## src/rtl/uart_rx_fifo.sv

```systemverilog
// Receive FIFO behind the UART receiver: buffers characters with their error flags
// and derives the trigger, overrun, error-in-FIFO and character-timeout indications.
module uart_rx_fifo #(
    parameter int unsigned DEPTH         = 16,
    parameter int unsigned TIMEOUT_TICKS = 640
) (
    input  logic                     clk,
    input  logic                     rst,
    input  logic                     baud_pulse,
    input  logic                     push_in,
    input  logic [7:0]               din,
    input  logic                     pe_in,
    input  logic                     fe_in,
    input  logic                     bi_in,
    input  logic                     pop,
    input  logic                     fifo_en,
    input  logic                     fifo_clr,
    input  logic                     ovr_clr,
    input  logic [1:0]               rx_trig,
    output logic [7:0]               dout,
    output logic                     pe_out,
    output logic                     fe_out,
    output logic                     bi_out,
    output logic                     empty,
    output logic                     full,
    output logic [$clog2(DEPTH):0]   count,
    output logic                     overrun,
    output logic                     trig_hit,
    output logic                     err_in_fifo,
    output logic                     timeout
);

    localparam int unsigned AW = $clog2(DEPTH);
    localparam int unsigned CW = AW + 1;
    localparam int unsigned TW = $clog2(TIMEOUT_TICKS + 1);
    localparam logic [TW-1:0] TMAX = TW'(TIMEOUT_TICKS);

    logic [10:0]   mem [DEPTH];
    logic [AW-1:0] wr_ptr_q, rd_ptr_q;
    logic [CW-1:0] count_q, count_d;
    logic [CW-1:0] err_cnt_q, err_cnt_d;
    logic [TW-1:0] tcnt_q, tcnt_d;
    logic          overrun_q, overrun_d;
    logic          fifo_en_q;

    logic [CW-1:0] cap;
    logic [10:0]   head;
    logic          head_err, push_err;
    logic          push_acc, pop_acc, clr;
    int unsigned   lvl;

    assign cap      = fifo_en ? CW'(DEPTH) : CW'(1);
    assign empty    = (count_q == '0);
    assign full     = (count_q == cap);
    assign count    = count_q;
    assign overrun  = overrun_q;
    assign head     = mem[rd_ptr_q];
    assign head_err = |head[10:8];
    assign push_err = pe_in | fe_in | bi_in;

    // A pop frees the slot in the same cycle, so a full FIFO still accepts push+pop.
    assign pop_acc  = pop & ~empty;
    assign push_acc = push_in & (~full | pop_acc);
    assign clr      = fifo_clr | (fifo_en != fifo_en_q);

    assign dout   = empty ? 8'h00 : head[7:0];
    assign pe_out = ~empty & head[8];
    assign fe_out = ~empty & head[9];
    assign bi_out = ~empty & head[10];

    always_comb begin
        lvl = 1;
        unique case (rx_trig)
            2'b00: lvl = 1;
            2'b01: lvl = 4;
            2'b10: lvl = 8;
            2'b11: lvl = 14;
            default: lvl = 1;
        endcase
        if (lvl > 32'(cap)) lvl = 32'(cap);
    end

    assign trig_hit    = fifo_en ? (32'(count_q) >= lvl) : ~empty;
    assign err_in_fifo = (err_cnt_q != '0);
    assign timeout     = fifo_en & (tcnt_q == TMAX);

    always_comb begin
        count_d   = count_q;
        err_cnt_d = err_cnt_q;
        tcnt_d    = tcnt_q;
        overrun_d = overrun_q;

        if (push_acc && !pop_acc)      count_d = count_q + CW'(1);
        else if (pop_acc && !push_acc) count_d = count_q - CW'(1);

        if ((push_acc && push_err) && !(pop_acc && head_err))      err_cnt_d = err_cnt_q + CW'(1);
        else if ((pop_acc && head_err) && !(push_acc && push_err)) err_cnt_d = err_cnt_q - CW'(1);

        if (push_acc || pop_acc || empty)       tcnt_d = '0;
        else if (baud_pulse && tcnt_q != TMAX) tcnt_d = tcnt_q + TW'(1);

        // Set beats clear when an overflow coincides with ovr_clr.
        if (ovr_clr) overrun_d = 1'b0;
        if (push_in && !push_acc && !clr) overrun_d = 1'b1;

        if (clr) begin
            count_d   = '0;
            err_cnt_d = '0;
            tcnt_d    = '0;
        end
    end

    always_ff @(posedge clk or posedge rst) begin
        if (rst) begin
            wr_ptr_q  <= '0;
            rd_ptr_q  <= '0;
            count_q   <= '0;
            err_cnt_q <= '0;
            tcnt_q    <= '0;
            overrun_q <= 1'b0;
            fifo_en_q <= 1'b0;
        end else begin
            count_q   <= count_d;
            err_cnt_q <= err_cnt_d;
            tcnt_q    <= tcnt_d;
            overrun_q <= overrun_d;
            fifo_en_q <= fifo_en;
            if (clr) begin
                wr_ptr_q <= '0;
                rd_ptr_q <= '0;
            end else begin
                if (push_acc) wr_ptr_q <= wr_ptr_q + AW'(1);
                if (pop_acc)  rd_ptr_q <= rd_ptr_q + AW'(1);
            end
        end
    end

    // Storage is not reset; only pointers and count define its validity.
    always_ff @(posedge clk) begin
        if (push_acc && !clr) mem[wr_ptr_q] <= {bi_in, fe_in, pe_in, din};
    end

endmodule

```

## config.mk

```make
export PLATFORM = sky130hd
export DESIGN_NAME = uart_rx_fifo
export DESIGN_NICKNAME = d
export VERILOG_FILES = /design/src/rtl/uart_rx_fifo.sv
export SDC_FILE = /design/constraint.sdc
export NUM_CORES = 1
export LEC_CHECK = 0
export ABC_AREA = 1
export CAP_MARGIN = 20
export CORE_MARGIN = 5
export CORE_UTILIZATION = 38
export CTS_BUF_LIST = sky130_fd_sc_hd__clkbuf_4 sky130_fd_sc_hd__clkbuf_8 sky130_fd_sc_hd__clkbuf_16
export CTS_CLUSTER_SIZE = 14
export DETAILED_ROUTE_END_ITERATION = 8
export SYNTH_ARGS = -nofsm -noshare
export SYNTH_HDL_FRONTEND = slang
export SYNTH_SLANG_ARGS = --single-unit
```

## constraint.sdc

```tcl
create_clock -name clk -period 5.1 [get_ports clk]
set_input_delay 0.765 -clock clk [delete_from_list [all_inputs] [get_ports clk]]
set_output_delay 0.765 -clock clk [all_outputs]
set_load 0.005 [all_outputs]
```

==> metrics.csv <==
stage;metric;value;unit
synthesis;#FFs+latches synth;206;
placement;Post-Place Cells;1131;
worst_setup_path;Crit path buffers/inverters;3;
cts;clock buffer count from CTS;23;
min_path;Hold WC Path Type;flip-flop to flip-flop;
worst_setup_path;path depth of the worst reg2reg path;20;
grt;first-pass GRT wire length;33.2;mm
worst_setup_path;critical path, cell by cell;buf_4 > inv_2 > o21ai_0 > o22ai_1 > nor2_1 > nor2_1 > o21ai_0 > a21oi_1 > clkdlybuf4s50_1;
synthesis;Synth area leaders;edfxtp_1 (59%), dfrtp_1 (8.3%), o21ai_0 (5.0%), nor2_1 (4.9%), nand2_1 (4.1%);
sta;Final Hold Fails;0;
final_layout;area added between synthesis and finish;17.2;%
grt;vias in the first global route;5800;
floorplanning;die height;164;um
synthesis;Avg Inst Size Synth;11.3;um^2
final_layout;fillers;2193;
cts;clk slew on worst S/H paths;60;ps
outcome;status;complete, no violations;
floorplanning;Row Count;56;
drt;vias per cell;5.12;
placement;routability cong.;0.804;
synthesis;sequential area share after synthesis;66.9;%
sta;fmax;240;MHz
cts;worst-case clock buffer depth;3;
cts;CTS tree;built;
sta;final setup fails;0;
worst_setup_path;CP Launch Type;flip-flop;
final_layout;nets;883;
drt;routed wire length;21.0;mm
worst_setup_path;Arr. time, crit path;3400;ps
sta;Min Clock Period, post-route;4170;ps
cts;# hold bufs at CTS;0;
grt;antenna violations before repair;0;
final_layout;layout cell share with drive strength beyond 1;8.62;%
sta;RSZ-0062 raised after global routing;no;
worst_setup_path;Reg-to-Reg End;err_cnt_q[4];
synthesis;Post-Syn Nets;838;
cts;CTS resizes;0;
floorplanning;# IOs;43;
grt;largest net degree at the start of global routing;94;
worst_setup_path;Levels on crit path;9;
sta;part of the cycle the worst path needs;81.7;%
synthesis;top cell type's share of synthesized area;58.5;%
worst_setup_path;worst r2r src;rd_ptr_q[0];
worst_setup_path;slowest CP cell;inv_2;
grt;gr ovfl total;0;
cts;Root Buffer;clkbuf_16;
final_layout;non-filler instance count after layout;1177;
sta;max_slew headroom;31.1;%
floorplanning;Die W;164;um
sta;setup TNS;0;ps
worst_setup_path;endpoint class of the critical path;primary output;
synthesis;cell area after synthesis;0.00903;mm^2
synthesis;Cell variety after synth;37;
synthesis;Yosys top cell by area;edfxtp_1;
cts;worst skew pair latency;510;ps
final_layout;diodes inserted;0;
run;# Max-Cap Violations;0;
drt;DRT Pass-1 Iters;5;
final_layout;register area;0.00604;mm^2
sta;Setup Skew;11.5;ps
min_path;hold_sp;tcnt_q[6];
power;Max rail drop VDD;235;uV
drt;post-route ant nets;0;
placement;HPWL after DPL;13.1;mm
worst_setup_path;Critical Path Sink;dout[1];
drt;wire per inst;17.9;um
sta;Slew Limit Fails;0;
synthesis;Yosys warnings;0;
drt;Starting DRT DRC Count;427;
cts;Post-CTS Setup Repair Bufs;0;
power;Final Power;0.00453;W
floorplanning;Initial Utilization;38.6;%
worst_setup_path;Crit path largest cell delay;690;ps
drt;DRC viols;0;
drt;via count;6030;
worst_setup_path;CP top delay family;buffers and inverters;
worst_setup_path;Setup CP Type;flip-flop to primary output;
power;LEAKAGE;3.84;nW
cts;H-tree depth;1;
cts;clk sink count;206;
worst_setup_path;CP startpoint;rd_ptr_q[1];
placement;Port-buffer cells;42;
synthesis;Post-Synthesis Cells;797;
worst_setup_path;Worst Path Max Fanout;48;
floorplanning;Total Die Area;0.0269;mm^2
floorplanning;core area;0.0234;mm^2
worst_setup_path;worst path required time;4340;ps
worst_setup_path;Reg2Reg Setup Slack;1600;ps
power;PD cells;428;mW/mm^2
final_layout;multi-input logic area;0.00258;mm^2
sta;Slew @ Worst Pin;1030;ps
grt;Total GRT Usage;15.8;%
-- cells in the mapped netlist (all sizes together) --
| master | instances |
|---|---|
| a21boi | 1 |
| a21oi | 21 |
| a22oi | 1 |
| buf | 16 |
| clkbuf | 21 |
| conb | 1 |
| dfrtp | 30 |
| edfxtp | 176 |
| fa | 2 |
| ha | 18 |
| inv | 63 |
| nand2 | 105 |
| nand3 | 62 |
| nand4 | 6 |
| nor2 | 120 |
| nor3 | 7 |
| nor3b | 1 |
| o211ai | 3 |
| o21a | 3 |
| o21ai | 94 |
| o221ai | 22 |
| o22ai | 12 |
| o32ai | 1 |
| xnor2 | 3 |
| xor2 | 8 |
-- tightest hold or removal path: stages (launching register included) --
cell,delay [ps]
dfrtp_1,320
inv_1,80
a21oi_1,120
-- registers in the layout (all words and copies together), names as in the netlist --
register	count
mem	176
overrun	1
wr_ptr_q	4
fifo_en_q	1
count	5
rd_ptr_q	4
tcnt_q	10
err_cnt_q	5
-- layout make-up --
| cell class | instances | area share [%] |
|---|---|---|
| clock buffer | 30 | 5.99 |
| clock inverter | 11 | 1.51 |
| inverter | 63 | 2.23 |
| multi-input combinational | 491 | 24.4 |
| sequential | 206 | 57.0 |
| tap | 319 | 3.77 |
| timing repair buffer | 57 | 5.07 |
-- metrics by stage --
stage	worst slack [ps]	hold WS (ps)	utilization [%]	instance area (um^2)
final	933	557	45.2	10600
after global routing	705	572	45.2	10600
after CTS	871	562	45.0	10500
after detailed placement	1390	547	41.6	9750
after global placement	1410	529	41.6	9730
after floorplan	2560	505	-	9030
-- cells by family after synthesis --
family | count (synthesis) | share of synthesized area [%]
other cells | 1 | 0.0415
simple gates | 301 | 14.2
fa+ha+maj | 20 | 2.94
xor+xnor | 11 | 1.07
compound gates | 158 | 10.3
buf+inv | 100 | 4.59
flops | 206 | 66.9
-- metal layers --
layer | track usage (%) | routed length [um] | vias to the layer above | share of wire, %
met3 | 2.89 | 1060 | 32 | 5.0
li1 | - | - | 2909 | -
met1 | 22.1 | 9430 | 2944 | 45
met2 | 25.7 | 10100 | 145 | 48
met5 | 0 | 0 | - | 0
met4 | 3.93 | 417 | 0 | 2.0
-- placed cells by master, fill, tap and decap left out, types with 3 or more instances in the layout --
cell type and n:
nor2_1 118, o21ai_0 90, nand3_2 3, a21oi_1 19, o22ai_1 12, nand4_1 6
buf_4 14, edfxtp_1 176, nor3_1 6, nand3_1 59, o211ai_1 3, dfrtp_1 29
o21a_1 3, bufinv_16 4, xnor2_1 3, ha_1 18, nand2_1 99, clkdlybuf4s50_1 42
xor2_1 8, inv_2 6, o221ai_1 22, clkbuf_4 6, clkinv_1 3, clkbuf_16 23
nand2_2 5, o21ai_1 4, inv_1 57
-- report_power, final --
| part | switching, W | internal, W |
|---|---|---|
| registers | 0.0000411 | 0.00187 |
| logic | 0.000532 | 0.000374 |
| clock network | 0.000638 | 0.00108 |
-- worst min path at each step --
stage	endpoint	slack [ps]	cells after the start
2_1_floorplan	tcnt_q[9]	510	2
3_3_place_gp	tcnt_q[9]	530	2
3_5_place_dp	tcnt_q[9]	550	2
4_1_cts	tcnt_q[9]	560	2
5_1_grt	err_cnt_q[3]	570	2
6_report	tcnt_q[6]	560	2
No activity file was read; power rests on OpenSTA's default activity.
